[src/rtl/jk_cmd_seq.sv]
// Command FIFO that issues queued {J,K} pulses to a downstream JK flip-flop,
// tracks the expected Q in a shadow model and flags any returned-Q mismatch.
module jk_cmd_seq #(
  parameter int unsigned DEPTH = 4,
  parameter int unsigned CW    = 8
) (
  input  logic          clk,
  input  logic          rst,
  input  logic          cmd_valid,
  input  logic [1:0]    cmd,
  output logic          cmd_ready,
  input  logic          en,
  output logic          J,
  output logic          K,
  input  logic          q_in,
  output logic          q_model,
  output logic          busy,
  output logic [CW-1:0] issued,
  output logic          err,
  input  logic          err_clr
);

  localparam int unsigned AW   = $clog2(DEPTH);
  localparam int unsigned CNTW = AW + 1;

  logic [1:0]      r_mem [DEPTH];
  logic [AW-1:0]   r_wr_ptr, r_rd_ptr;
  logic [CNTW-1:0] r_count;
  logic            r_j, r_k, r_q_model, r_err;
  logic [CW-1:0]   r_issued;

  logic            w_full, w_empty, w_push, w_pop;
  logic [AW-1:0]   w_wr_ptr_nxt, w_rd_ptr_nxt;
  logic [CNTW-1:0] w_count_nxt;
  logic            w_j_nxt, w_k_nxt, w_q_model_nxt, w_err_nxt;
  logic [CW-1:0]   w_issued_nxt;

  // Occupancy is judged on the pre-edge count, so a same-cycle pop never
  // opens a slot and a fresh push never bypasses straight to issue.
  assign w_full  = (r_count == CNTW'(DEPTH));
  assign w_empty = (r_count == '0);
  assign w_push  = cmd_valid & ~w_full;
  assign w_pop   = en & ~w_empty;

  always_comb begin
    w_wr_ptr_nxt  = r_wr_ptr;
    w_rd_ptr_nxt  = r_rd_ptr;
    w_count_nxt   = r_count;
    w_j_nxt       = 1'b0;
    w_k_nxt       = 1'b0;
    w_issued_nxt  = r_issued;
    w_q_model_nxt = r_q_model;
    w_err_nxt     = (q_in != r_q_model) | (r_err & ~err_clr);

    if (w_push) w_wr_ptr_nxt = r_wr_ptr + AW'(1);
    if (w_pop) begin
      w_rd_ptr_nxt          = r_rd_ptr + AW'(1);
      {w_j_nxt, w_k_nxt}    = r_mem[r_rd_ptr];
      w_issued_nxt          = r_issued + CW'(1);
    end

    case ({w_push, w_pop})
      2'b10:   w_count_nxt = r_count + CNTW'(1);
      2'b01:   w_count_nxt = r_count - CNTW'(1);
      default: w_count_nxt = r_count;
    endcase

    // Shadow of the downstream FF, which samples J/K one edge after issue.
    case ({r_j, r_k})
      2'b10:   w_q_model_nxt = 1'b1;
      2'b01:   w_q_model_nxt = 1'b0;
      2'b11:   w_q_model_nxt = ~r_q_model;
      default: w_q_model_nxt = r_q_model;
    endcase
  end

  always_ff @(posedge clk) begin
    if (rst) begin
      r_wr_ptr  <= '0;
      r_rd_ptr  <= '0;
      r_count   <= '0;
      r_j       <= 1'b0;
      r_k       <= 1'b0;
      r_q_model <= 1'b0;
      r_issued  <= '0;
      r_err     <= 1'b0;
    end else begin
      if (w_push) r_mem[r_wr_ptr] <= cmd;
      r_wr_ptr  <= w_wr_ptr_nxt;
      r_rd_ptr  <= w_rd_ptr_nxt;
      r_count   <= w_count_nxt;
      r_j       <= w_j_nxt;
      r_k       <= w_k_nxt;
      r_q_model <= w_q_model_nxt;
      r_issued  <= w_issued_nxt;
      r_err     <= w_err_nxt;
    end
  end

  assign cmd_ready = ~w_full;
  assign J         = r_j;
  assign K         = r_k;
  assign q_model   = r_q_model;
  assign issued    = r_issued;
  assign err       = r_err;
  assign busy      = ~w_empty | r_j | r_k;

endmodule

[config.mk]
export PLATFORM = sky130hd
export DESIGN_NAME = jk_cmd_seq
export DESIGN_NICKNAME = d
export VERILOG_FILES = /design/src/rtl/jk_cmd_seq.sv
export SDC_FILE = /design/constraint.sdc
export NUM_CORES = 1
export LEC_CHECK = 0
export CAP_MARGIN = 20
export CORE_MARGIN = 2
export CORE_UTILIZATION = 25
export DETAILED_ROUTE_END_ITERATION = 12
export PLACE_DENSITY = 0.52
export SLEW_MARGIN = 20
export SYNTH_ARGS = -nofsm -noshare
export SYNTH_HDL_FRONTEND = slang
export SYNTH_SLANG_ARGS = --single-unit
[constraint.sdc]
create_clock -name clk -period 1.9 [get_ports clk]
set_input_delay 0.38 -clock clk [delete_from_list [all_inputs] [get_ports clk]]
set_output_delay 0.38 -clock clk [all_outputs]
set_load 0.01 [all_outputs]
### Word-level counts from Yosys, hierarchy flattened

Memory sizes are Yosys's and may differ from the RTL's. A register that Yosys moved wholly into a read port is not among the register bits.
Index checks and enable logic that the tools add are counted.

* output and inout port bits: 14
* bits in writable memories: 8
* word-level logic and storage cells: 39
* bits in registers: 17
* input port bits: 8
* memories kept: 1

* reductions and logical operators: 4
* equal/unequal tests: 7
* add/subtract/negate cells: 5
* bitwise gates (word level): 11
* muxes and demuxes: 5

Memories
* r_mem: depth 4, bits a word 2, read ports 1, clocked after Yosys merged registers in 1, write ports 1, RTL line 26 `logic [1:0] r_mem [DEPTH];`

Operators by type and width (count)
* $add A8 B1 Y8 const B: 1
* $eq A2 B2 Y1 const B: 3
* $pmux W3 S2: 1
* $not A1 Y1: 5
* $add A2 B1 Y2 const B: 2
* $eq A2 B1 Y1 const B: 2
* $add A3 B1 Y3 const B: 1
* $and A1 B1 Y1: 3
* $eq A3 B3 Y1 const B: 1
* $logic_not A3 Y1: 1
* $mux W1: 3
* $or A1 B1 Y1: 3
* $pmux W1 S3: 1
* $reduce_bool A3 Y1: 1
* $sub A3 B1 Y3 const B: 1
* $reduce_bool A2 Y1: 1
* $reduce_or A2 Y1: 1
* $ne A1 B1 Y1: 1

### Logic depth before layout (Yosys ltp)

Gate-level depths: netlist of the first run.

* word-level depth: 6
* gate-level depth with buffers: 9
* gate-level depth less buffers: 9

### Worst setup path after synthesis of the first run

OpenSTA, ideal clock, no wires.

* path type: reg-to-reg
* start point: reg r_count[2]
* end point: reg r_count[2]
* path buffers: 0
* stages on the path, launching flop included: 10
* slack: -278 ps
* required time: 1829 ps
* setup time: 71 ps
* arrival time: 2107 ps
* period minus slack after synthesis: 2178 ps
* cells stage by stage: dfxtp_1 -> nor3b_1 -> inv_1 -> nand2_1 -> ha_1 -> inv_1 -> fa_1 -> xor2_1 -> or3_1 -> a21oi_1

* word-level cells in the longest chain between the ends: 5
* elaborated cells between the ends (all ways): 12
* classes of those cells: 2 x add/sub; 3 x eq/ne; 1 x mux; 4 x bitwise; 2 x reduce/logical

Ends and longest elaborated chain
* start: declaration: RTL line 28 `logic [CNTW-1:0] r_count;`
* start signal: assignment: RTL line 91 `r_count <= w_count_nxt;`
* $eq A3 B3 Y1 *: RTL line 40 `assign w_full = (r_count == CNTW'(DEPTH));`
* $not A1 Y1 *
* via cmd_ready: RTL line 11 `output logic cmd_ready,`
* $and A1 B1 Y1 *: RTL line 42 `assign w_push = cmd_valid & ~w_full;`
* $eq A2 B1 Y1 or $eq A2 B2 Y1 (tied branches): RTL line 62 `case ({w_push, w_pop})`
* $pmux W3 S2 or $reduce_bool A2 Y1 (tied branches)

Mark *: on every way through the listed nets, which the timed path passes. The rest lies on a longest branch.
A chain may end at the register's enable or synchronous reset.

### Final worst setup path of the first run

* start point: reg r_count[0]
* end point: reg r_count[2]

* word-level cells in the longest chain between the ends: 5
* elaborated cells between the ends (all ways): 12
* classes of those cells: 2 x add/sub; 3 x eq/ne; 1 x mux; 4 x bitwise; 2 x reduce/logical

Ends and longest elaborated chain (RTL line)
* $eq A3 B3 Y1 or $logic_not A3 Y1 (tied branches): 40, 41
* $not A1 Y1 (on tied branches): 42, 43
* $and A1 B1 Y1 (on tied branches): 42, 43
* $eq A2 B1 Y1 or $eq A2 B2 Y1 (tied branches): 62
* $pmux W3 S2 or $reduce_bool A2 Y1 (tied branches)

Parallel ways exist; a longest one is shown, timed or not.

==> reports/qor.yml, run 1 <==
worstPathRequired_ns: 2.10
crit_path_start: "r_count[0]"
die_area_sq_um: 5380
crit_path_top_delay_cell: "sky130_fd_sc_hd__dfxtp_2"
syn_nets: 128
async_flop_share_pct: 0
timing.hold.worst_path_depth: 2
fillers: 486
cts_tree: "yes"
area.sequential_sq_um: 627
cts_buffers: 3
drt-initial-drc-count: 61
fp.coreArea_sq_um: 4690
antenna_found_initial: 0
first_pass_iters: 4
worstSetupPathType: "flip-flop to flip-flop"
place_worst_setup_slack_ns: -0.430
drtAntennaViolNets: 0
pin_count_of_the_biggest_net_entering_global_routing: 21
grt_setup_unrepaired: "yes"
ys.flop_type: "sky130_fd_sc_hd__dfxtp_1"
place_congestion: 0.676
first_global_vias: 882
timing_worst_slew_pin_value_ns: 0.378
cell_count_after_synthesis: 113
grt_overflow_total: 0
worst_slew_slack_as_a_fraction_of_its_limit_pct: 74.5
finish.instance_area_sq_um: 1640
post-route-worst-setup-slack_ns: -0.0549
minimum_clock_period_after_layout_ns: 1.95
timing.final.crit_share_pct: 103
finalSetupViolCount: 1
routed_wirelength_um: 2410
critPathCaptureType: "flip-flop"
drive_above_1_share_pct: 19.2
hpwlAfterDp_um: 1810
achievable-frequency_ghz: 0.512
effective_utilization_at_floorplan_pct: 25.6
commonest_cells_after_routing_fill_and_taps_aside: "sky130_fd_sc_hd__clkdlybuf4s50_1, sky130_fd_sc_hd__dfxtp_1, sky130_fd_sc_hd__nor2_1, sky130_fd_sc_hd__buf_4"
crit_path_max_fanout: 4
drc_errors: 0
place.detailed.instances: 196
finalClockSkew_ns: 0.00601
finalNetCount: 162
clk_pin_slew_ns: 0.10
multi_input_area_sq_um: 571
cpPeakStageDelay_ns: 0.36
postPlaceCellArea_sq_um: 1580
r2r_cells: 9
post_drt_wl_per_cell_um: 12.1
clock-sinks: 27
report.final.slew_viol_count: 0
die_y_um: 73.4
grt.total_usage_pct: 9.49
io_buffer_count: 21
ctsRootBufferMaster: "sky130_fd_sc_hd__clkbuf_8"
routed_via_density: 4.59
worstPathCellList: "nor3b_4 -> inv_2 -> nand2_1 -> ha_2 -> inv_1 -> fa_2 -> xor2_1 -> or3_1 -> a21oi_2"
synth-edff-count: 8
layout_commonest_cell: "sky130_fd_sc_hd__clkdlybuf4s50_1"
setup_crit_start_kind: "flip-flop"
static_leakage_uw: 0.000598
ctsLongestPathBuffers: 2
area_delta_synth_final_pct: 36.0
n_antenna_cell: 0
worst_skew_late_latency_ns: 0.27
cts_post_setup_buffers_inserted: 0
floorplan.die.width_um: 73.4
grt_first_pass_wirelength_um: 3950
timing.hold.worst.start: "err"
layout.cells.non_filler: 200
p_per_area_nw_per_um2: 1090
synth.yosys.seq_area_share_pct: 51.6
rows: 25
synthesis.area_sq_um: 1200
distinct_cell_type_count_of_the_synthesized_netlist: 29
io_pins: 22
reg2reg_from: "r_count[0]"
ir_drop_mv: 0.480
syn-mean-instance-area_sq_um: 10.6
worst_hold_path_type: "flip-flop to flip-flop"
ys_ff_latch: 27
critPathArrivalTime_ns: 2.15
run_status: "finished with violations"
hold_violations: 0
htree_num_levels: 1
hold_buf_count_cts: 0
yosys_warnings: 0
failing_checks: "setup timing"
timing.max_cap.violations: 0
dr_total_vias: 918
fin_util_pct: 34.9
-- worst max-delay path, delay by kind of cell, from the launching register on --
kind / cells / cell delay [ns]
fa+ha+maj: 2 / 0.52
compound gates: 1 / 0.14
flops: 1 / 0.36
simple gates: 3 / 0.62
xor+xnor: 1 / 0.15
buf+inv: 2 / 0.10
-- layout make-up --
type                            instances  area share (%)
Sequential cell                        27            38.3
Multi-Input combinational cell         75            34.9
Timing Repair Buffer                   32            17.9
Tap cell                               54            4.13
Clock buffer                            3            2.52
Inverter                                8            1.84
Clock inverter                          1           0.383
-- final timing paths --
| kind | slack, ns | end |
|---|---|---|
| hold / removal | 0.47 | err |
| setup / recovery | -0.05 | r_count[2] |
| hold reg to reg | 0.47 | err |
| setup reg to reg | -0.05 | r_count[2] |
-- power breakdown --
part / internal [uW] / switching [uW] / total, uW / leakage, uW
logic: 365 / 333 / 697 / 0.000343
registers: 682 / 80.7 / 763 / 0.000229
clock network: 150 / 180 / 330 / 0.0000260
-- stage by stage --
step | TNS (ns) | power [uW] | hold slack [ns]
after floorplan | 0 | 1170 | 0.479
after global placement | -0.774 | 1450 | 0.449
after detailed placement | -0.959 | 1480 | 0.465
after CTS | -0.0594 | 1820 | 0.482
after global routing | -0.154 | 1930 | 0.505
final | -0.0549 | 1790 | 0.472
-- synthesized netlist by cell type, types with 2 or more instances --
cell type,n,area (sq um)
sky130_fd_sc_hd__nor3b_1,3,22.5
sky130_fd_sc_hd__nor3_1,2,10.0
sky130_fd_sc_hd__inv_1,8,30.0
sky130_fd_sc_hd__ha_1,6,75.1
sky130_fd_sc_hd__nand2_1,4,15.0
sky130_fd_sc_hd__dfxtp_1,19,380
sky130_fd_sc_hd__nor2_1,11,41.3
sky130_fd_sc_hd__o31ai_1,2,15.0
sky130_fd_sc_hd__or3_1,3,18.8
sky130_fd_sc_hd__edfxtp_1,8,240
sky130_fd_sc_hd__and2_1,4,25.0
sky130_fd_sc_hd__clkbuf_1,2,7.51
sky130_fd_sc_hd__mux4_2,2,45.0
sky130_fd_sc_hd__a21oi_1,9,45.0
sky130_fd_sc_hd__xor2_1,6,52.6
sky130_fd_sc_hd__or4_1,2,15.0
sky130_fd_sc_hd__nand3_1,5,25.0
sky130_fd_sc_hd__o21ai_0,5,25.0
sky130_fd_sc_hd__o311ai_0,2,17.5
-- cells by family (layout without fill, tap and decap cells) --
family | count (synthesis) | in the layout | share of synthesized area, %
adders and majority gates | 7 | 7 | 7.91
AOI/OAI and AO/OA | 20 | 20 | 10.2
buffers and inverters | 11 | 44 | 3.75
and+or+nand+nor | 37 | 37 | 15.9
DFF | 27 | 27 | 51.6
muxes | 4 | 4 | 5.51
xor gates and xnor gates | 7 | 7 | 5.10
-- flip-flops by register name, indices dropped and copies added (netlist names) --
| register | flops |
|---|---|
| r_mem | 8 |
| K | 1 |
| q_model | 1 |
| r_wr_ptr | 2 |
| r_count | 3 |
| err | 1 |
| r_rd_ptr | 2 |
| J | 1 |
| issued | 8 |
-- timing repair --
item | CTS | global route
setup endpoints to repair | 2 | 2
resized for setup | 4 | 1
hold endpoints to repair | 0 | 0
-- routing by layer --
layer / part of all wire [%] / track usage (%) / up-vias
li1: - / - / 462
met1: 45 / 11.4 / 438
met2: 50 / 16.8 / 16
met3: 3.6 / 2.88 / 2
met4: 1.1 / 1.82 / 0
met5: 0 / 0 / -
No activity file was read; power rests on OpenSTA's default activity.
==> run 2: changes to the inputs <==
CAP_MARGIN = unset   (was 20)
PLACE_DENSITY = 0.5   (was 0.52)
clock period = 2.4 ns   (was 1.9 ns; I/O delays follow)
==> run 2 against run 1 <==
  * The run now ends clean
  * Cell count is 3.5% lower
  * Non-clock buffer count is 7 lower
  * Wire length is 7.3% lower
  * Critical path depth stayed put
  * Highest routed layer is now met3
==> reports/qor.yml, run 2 (same netlist as run 1, synthesis figures left out) <==
crit_family: "buffers and inverters"
fp.coreArea_sq_um: 4690
grt_first_pass_wirelength_um: 3750
use_met2_pct: 14.9
multi_input_area_sq_um: 542
fillers: 501
clock-sinks: 27
grt_overflow_total: 0
effective_utilization_at_floorplan_pct: 25.6
dr_total_vias: 912
crit_path_top_delay_cell: "sky130_fd_sc_hd__clkdlybuf4s50_1"
run_status: "completed"
htree_num_levels: 1
static_leakage_uw: 0.000555
critical_path.most_common_cell: "sky130_fd_sc_hd__inv_1"
place_worst_setup_slack_ns: -0.0251
hpwlAfterDp_um: 1710
worst_hold_path_type: "flip-flop to flip-flop"
hold_buf_count_cts: 0
commonest_cells_after_routing_fill_and_taps_aside: "sky130_fd_sc_hd__clkdlybuf4s50_1, sky130_fd_sc_hd__dfxtp_1, sky130_fd_sc_hd__nor2_1"
ctsLongestPathBuffers: 2
floorplan.die.width_um: 73.4
layout.cells.non_filler: 193
layout_commonest_cell: "sky130_fd_sc_hd__clkdlybuf4s50_1"
clk_pin_slew_ns: 0.09
worst_skew_late_latency_ns: 0.27
area.sequential_sq_um: 621
post-route-worst-setup-slack_ns: 0.261
timing.final.crit_share_pct: 89.1
io_buffer_count: 21
worst_slew_slack_as_a_fraction_of_its_limit_pct: 74.8
first_global_vias: 863
routed_via_density: 4.73
finalSetupViolCount: 0
achievable-frequency_ghz: 0.468
routed_wirelength_um: 2240
antenna_found_initial: 0
drt-initial-drc-count: 57
report.final.slew_viol_count: 0
drtAntennaViolNets: 0
critPathCaptureType: "flip-flop"
setup_crit_start_kind: "primary input"
p_per_area_nw_per_um2: 848
finalNetCount: 155
hold_slack_ns: 0.481
place.detailed.instances: 189
critical_path.n_buffers_inverters: 3
timing_worst_slew_pin_value_ns: 0.374
finalPower_uw: 1310
post_drt_wl_per_cell_um: 11.6
drc_errors: 0
grt_setup_unrepaired: "no"
cts_buffers: 3
io_pins: 22
ctsRootBufferMaster: "sky130_fd_sc_hd__clkbuf_8"
n_antenna_cell: 0
rows: 25
timing.max_cap.violations: 0
grtUsageMet3_pct: 2.88
hold_violations: 0
cts_post_setup_buffers_inserted: 0
grt_busiest_layer: "met2"
crit_path_max_fanout: 3
cpPeakStageDelay_ns: 0.52
pin_count_of_the_biggest_net_entering_global_routing: 21
finalClockSkew_ns: 0.00322
die_y_um: 73.4
first_pass_iters: 4
worstSetupPathType: "primary input to flip-flop"
minimum_clock_period_after_layout_ns: 2.14
drive_above_1_share_pct: 8.63
grt_util_met1_pct: 10.9
place_congestion: 0.700
cts_tree: "yes"
worstPathCellList: "clkdlybuf4s50_1 -> o31ai_2 -> inv_1 -> ha_1 -> inv_1 -> fa_1 -> xor2_1 -> or3_1 -> a21oi_1"
area_delta_synth_final_pct: 28.5
die_area_sq_um: 5380
grt.total_usage_pct: 8.95
worstPathRequired_ns: 2.60
ir_drop_mv: 0.475
critPathArrivalTime_ns: 2.34
setup_tns_final_ns: 0
[run 2: changes by cell type in the layout (fill, tap and decap cells not counted), sizes merged]
| cell | delta |
|---|---|
| clkbuf | +1 |
| clkdlybuf4s50 | +3 |
| dlygate4sd2 | -2 |
| dlymetal6s2s | -1 |
| buf | -7 |
| inv | -1 |
[run 2: stage by stage]
stage	util, %	area [sq um]
2_1_floorplan	-	1200
3_3_place_gp	31.9	1500
5_1_grt	32.9	1550
4_1_cts	32.8	1540
6_report	32.9	1550
3_5_place_dp	31.9	1500
[run 2: path summary, 6_finish.rpt]
| kind | start | endpoint | slack [ns] | cells after the start |
|---|---|---|---|---|
| worst max-delay path | en | r_count[2] | 0.26 | 9 |
| worst min-delay path | K | q_model | 0.48 | 1 |
| worst max register to register | r_count[2] | r_count[2] | 0.29 | 9 |
| worst min register to register | K | q_model | 0.48 | 1 |
[run 2: layout make-up]
type | count | share of cell area (%)
Sequential cell | 27 | 40.2
Inverter | 8 | 1.94
Multi-Input combinational cell | 75 | 35.1
Clock buffer | 4 | 2.91
Tap cell | 54 | 4.37
Timing Repair Buffer | 25 | 15.5
[run 2: worst reg2reg max path: cells and delay by family (launching register included)]
kind | cells | cell delay, ns
simple gates | 3 | 0.61
buf+inv | 2 | 0.15
xor+xnor | 1 | 0.16
fa+ha+maj | 2 | 0.53
flops | 1 | 0.44
compound gates | 1 | 0.15
[run 2: power by group]
part / internal, uW / total (uW) / switching [uW]
clock network: 119 / 249 / 131
registers: 534 / 619 / 85.2
logic: 234 / 442 / 208
total: 886 / 1310 / 424
[run 2: layer usage]
metal	wire (um)	share of wire (%)
met5	0	0
met2	1090	49
met4	0	0
met3	97	4.3
met1	1040	47
[run 2: repair_timing]
item | in CTS | in global routing
endpoints found under the setup margin | 0 | 1
hold endpoints to repair | 0 | 0
resized for setup | 0 | 1
==> run 3: changes to the inputs <==
CORE_UTILIZATION = 50   (was 25)
PLACE_DENSITY = 0.83   (was 0.5)
==> run 3 against run 2 <==
  * Non-clock buffer count increased by 1
  * Die area fell by 48%
  * Global-route usage rose by 8.6 points
  * Clock-buffer cell count stayed put
  * Clock power decreased by 24%
  * Critical path depth unchanged
  * Sequential power down 3%
  * Combinational power grew 5.9%
  * Power is 3.9% lower
  * Clock skew up 0.0047 ns
  * Flip-flop and latch count stayed put
  * Cell count decreased by 13%
==> reports/qor.yml, run 3 (same netlist as run 1, synthesis figures left out) <==
die_area_sq_um: 2810
ir_drop_mv: 0.624
run_status: "completed"
finalNetCount: 156
timing_worst_slew_pin_value_ns: 0.426
routed_wirelength_um: 2140
drive_above_1_share_pct: 8.57
worst_skew_late_latency_ns: 0.32
finalClockSkew_ns: 0.00792
p_int_uw: 841
achievable-frequency_ghz: 0.460
antenna_found_initial: 0
grt_first_pass_wirelength_um: 3460
io_buffer_count: 21
timing.final.crit_share_pct: 90.6
share_comb_of_total_power_pct: 37.2
crit_path_max_fanout: 7
post_drt_wl_per_cell_um: 12.7
commonest_cells_after_routing_fill_and_taps_aside: "sky130_fd_sc_hd__clkdlybuf4s50_1, sky130_fd_sc_hd__dfxtp_1, sky130_fd_sc_hd__nor2_1"
r2r_cells: 9
effective_utilization_at_floorplan_pct: 53.8
hold_buf_count_cts: 0
htree_num_levels: 1
drt-initial-drc-count: 9
finalSetupViolCount: 0
cts_post_setup_buffers_inserted: 0
drtAntennaViolNets: 0
ctsRootBufferMaster: "sky130_fd_sc_hd__clkbuf_4"
grt_setup_unrepaired: "no"
postPlaceCellArea_sq_um: 1470
worst_slew_slack_as_a_fraction_of_its_limit_pct: 71.4
clock-sinks: 27
grt.total_usage_pct: 17.6
pin_count_of_the_biggest_net_entering_global_routing: 21
minimum_clock_period_after_layout_ns: 2.17
cts_tree: "yes"
cts_buffers: 3
area_delta_synth_final_pct: 24.5
setup_tns_final_ns: 0
rrSetupSlack_ns: 0.23
finish.instance_area_sq_um: 1500
timing.max_cap.violations: 0
finalPower_uw: 1260
static_leakage_uw: 0.000549
hpwlAfterDp_um: 1640
place_congestion: 0.739
fillers: 181
first_pass_iters: 4
total_switching_power_uw: 418
place_worst_setup_slack_ns: -0.0322
r2r-end: "r_count[2]"
fin_util_pct: 67.0
worstPathRequired_ns: 2.66
post-route-worst-setup-slack_ns: 0.227
worst_hold_path_type: "flip-flop to flip-flop"
first_global_vias: 819
share_clk_of_total_power_pct: 15.1
cts_resized: 0
setup_crit_start_kind: "flip-flop"
n_antenna_cell: 0
report.final.slew_viol_count: 0
drc_errors: 0
worstHoldEndpoint: "q_model"
reg2reg_from: "r_count[1]"
multi_input_area_sq_um: 537
io_pins: 22
p_per_area_nw_per_um2: 841
ctsLongestPathBuffers: 2
critPathArrivalTime_ns: 2.44
clk_pin_slew_ns: 0.14
dr_total_vias: 866
grt_overflow_total: 0
netSwitchingFraction_pct: 33.2
pwr-share-seq_pct: 47.7
rows: 17
layout_commonest_cell: "sky130_fd_sc_hd__clkdlybuf4s50_1"
floorplan.die.width_um: 53.0
hold_violations: 0
timing.hold.worst_path_depth: 1
timing.hold.worst.start: "K"
routed_via_density: 5.15
fp.coreArea_sq_um: 2230
area.sequential_sq_um: 621
die_y_um: 53.0
critPathCaptureType: "flip-flop"
worstSetupPathType: "flip-flop to flip-flop"
[run 3: worst max-delay path by stage]
| stage | from | to | slack (ns) | cells after the start |
|---|---|---|---|---|
| final | r_count[1] | r_count[2] | 0.23 | 9 |
| after global routing | r_count[1] | r_count[2] | 0.08 | 9 |
| after CTS | r_count[1] | r_count[2] | 0.23 | 9 |
| after detailed placement | en | r_count[2] | -0.03 | 9 |
| after global placement | en | r_count[2] | 0.04 | 9 |
| after floorplan | r_count[2] | r_count[2] | 0.22 | 9 |
[run 3: worst max-delay path: stages, from the launching register on]
cell and delay [ns]:
sky130_fd_sc_hd__dfxtp_1 0.40, sky130_fd_sc_hd__nor3b_1 0.26, sky130_fd_sc_hd__inv_1 0.13, sky130_fd_sc_hd__nand2_1 0.09, sky130_fd_sc_hd__ha_1 0.18, sky130_fd_sc_hd__inv_1 0.06
sky130_fd_sc_hd__fa_1 0.38, sky130_fd_sc_hd__xor2_1 0.16, sky130_fd_sc_hd__or3_1 0.31, sky130_fd_sc_hd__a21oi_1 0.15
[run 3: power groups by stage]
stage               sequential, uW  combinational [uW]  clock [uW]
finish                         601                 468         190
detailed placement             612                 466           0
global placement               606                 453           0
CTS                            601                 470         202
floorplan                      618                 269           0
global route                   610                 521         223
[run 3: layout make-up]
type,count,share of cell area (%)
multi-input combinational,75,35.9
inverter,8,2.01
clock buffer,4,1.76
tap,28,2.34
timing repair buffer,26,16.6
sequential,27,41.5
[run 3: metrics by stage]
step	hold slack, ns	cells
3_5_place_dp	0.473	164
4_1_cts	0.495	168
3_3_place_gp	0.446	164
6_report	0.489	168
2_1_floorplan	0.484	113
5_1_grt	0.508	168
[run 3: layer usage]
layer	track usage, %	up-vias	part of all wire [%]	routed length [um]
met5	0	-	0	0
met4	8.97	0	1.4	31
met3	3.39	4	4.0	85
met2	30.4	18	50	1060
met1	20.6	396	45	961
li1	-	448	-	-
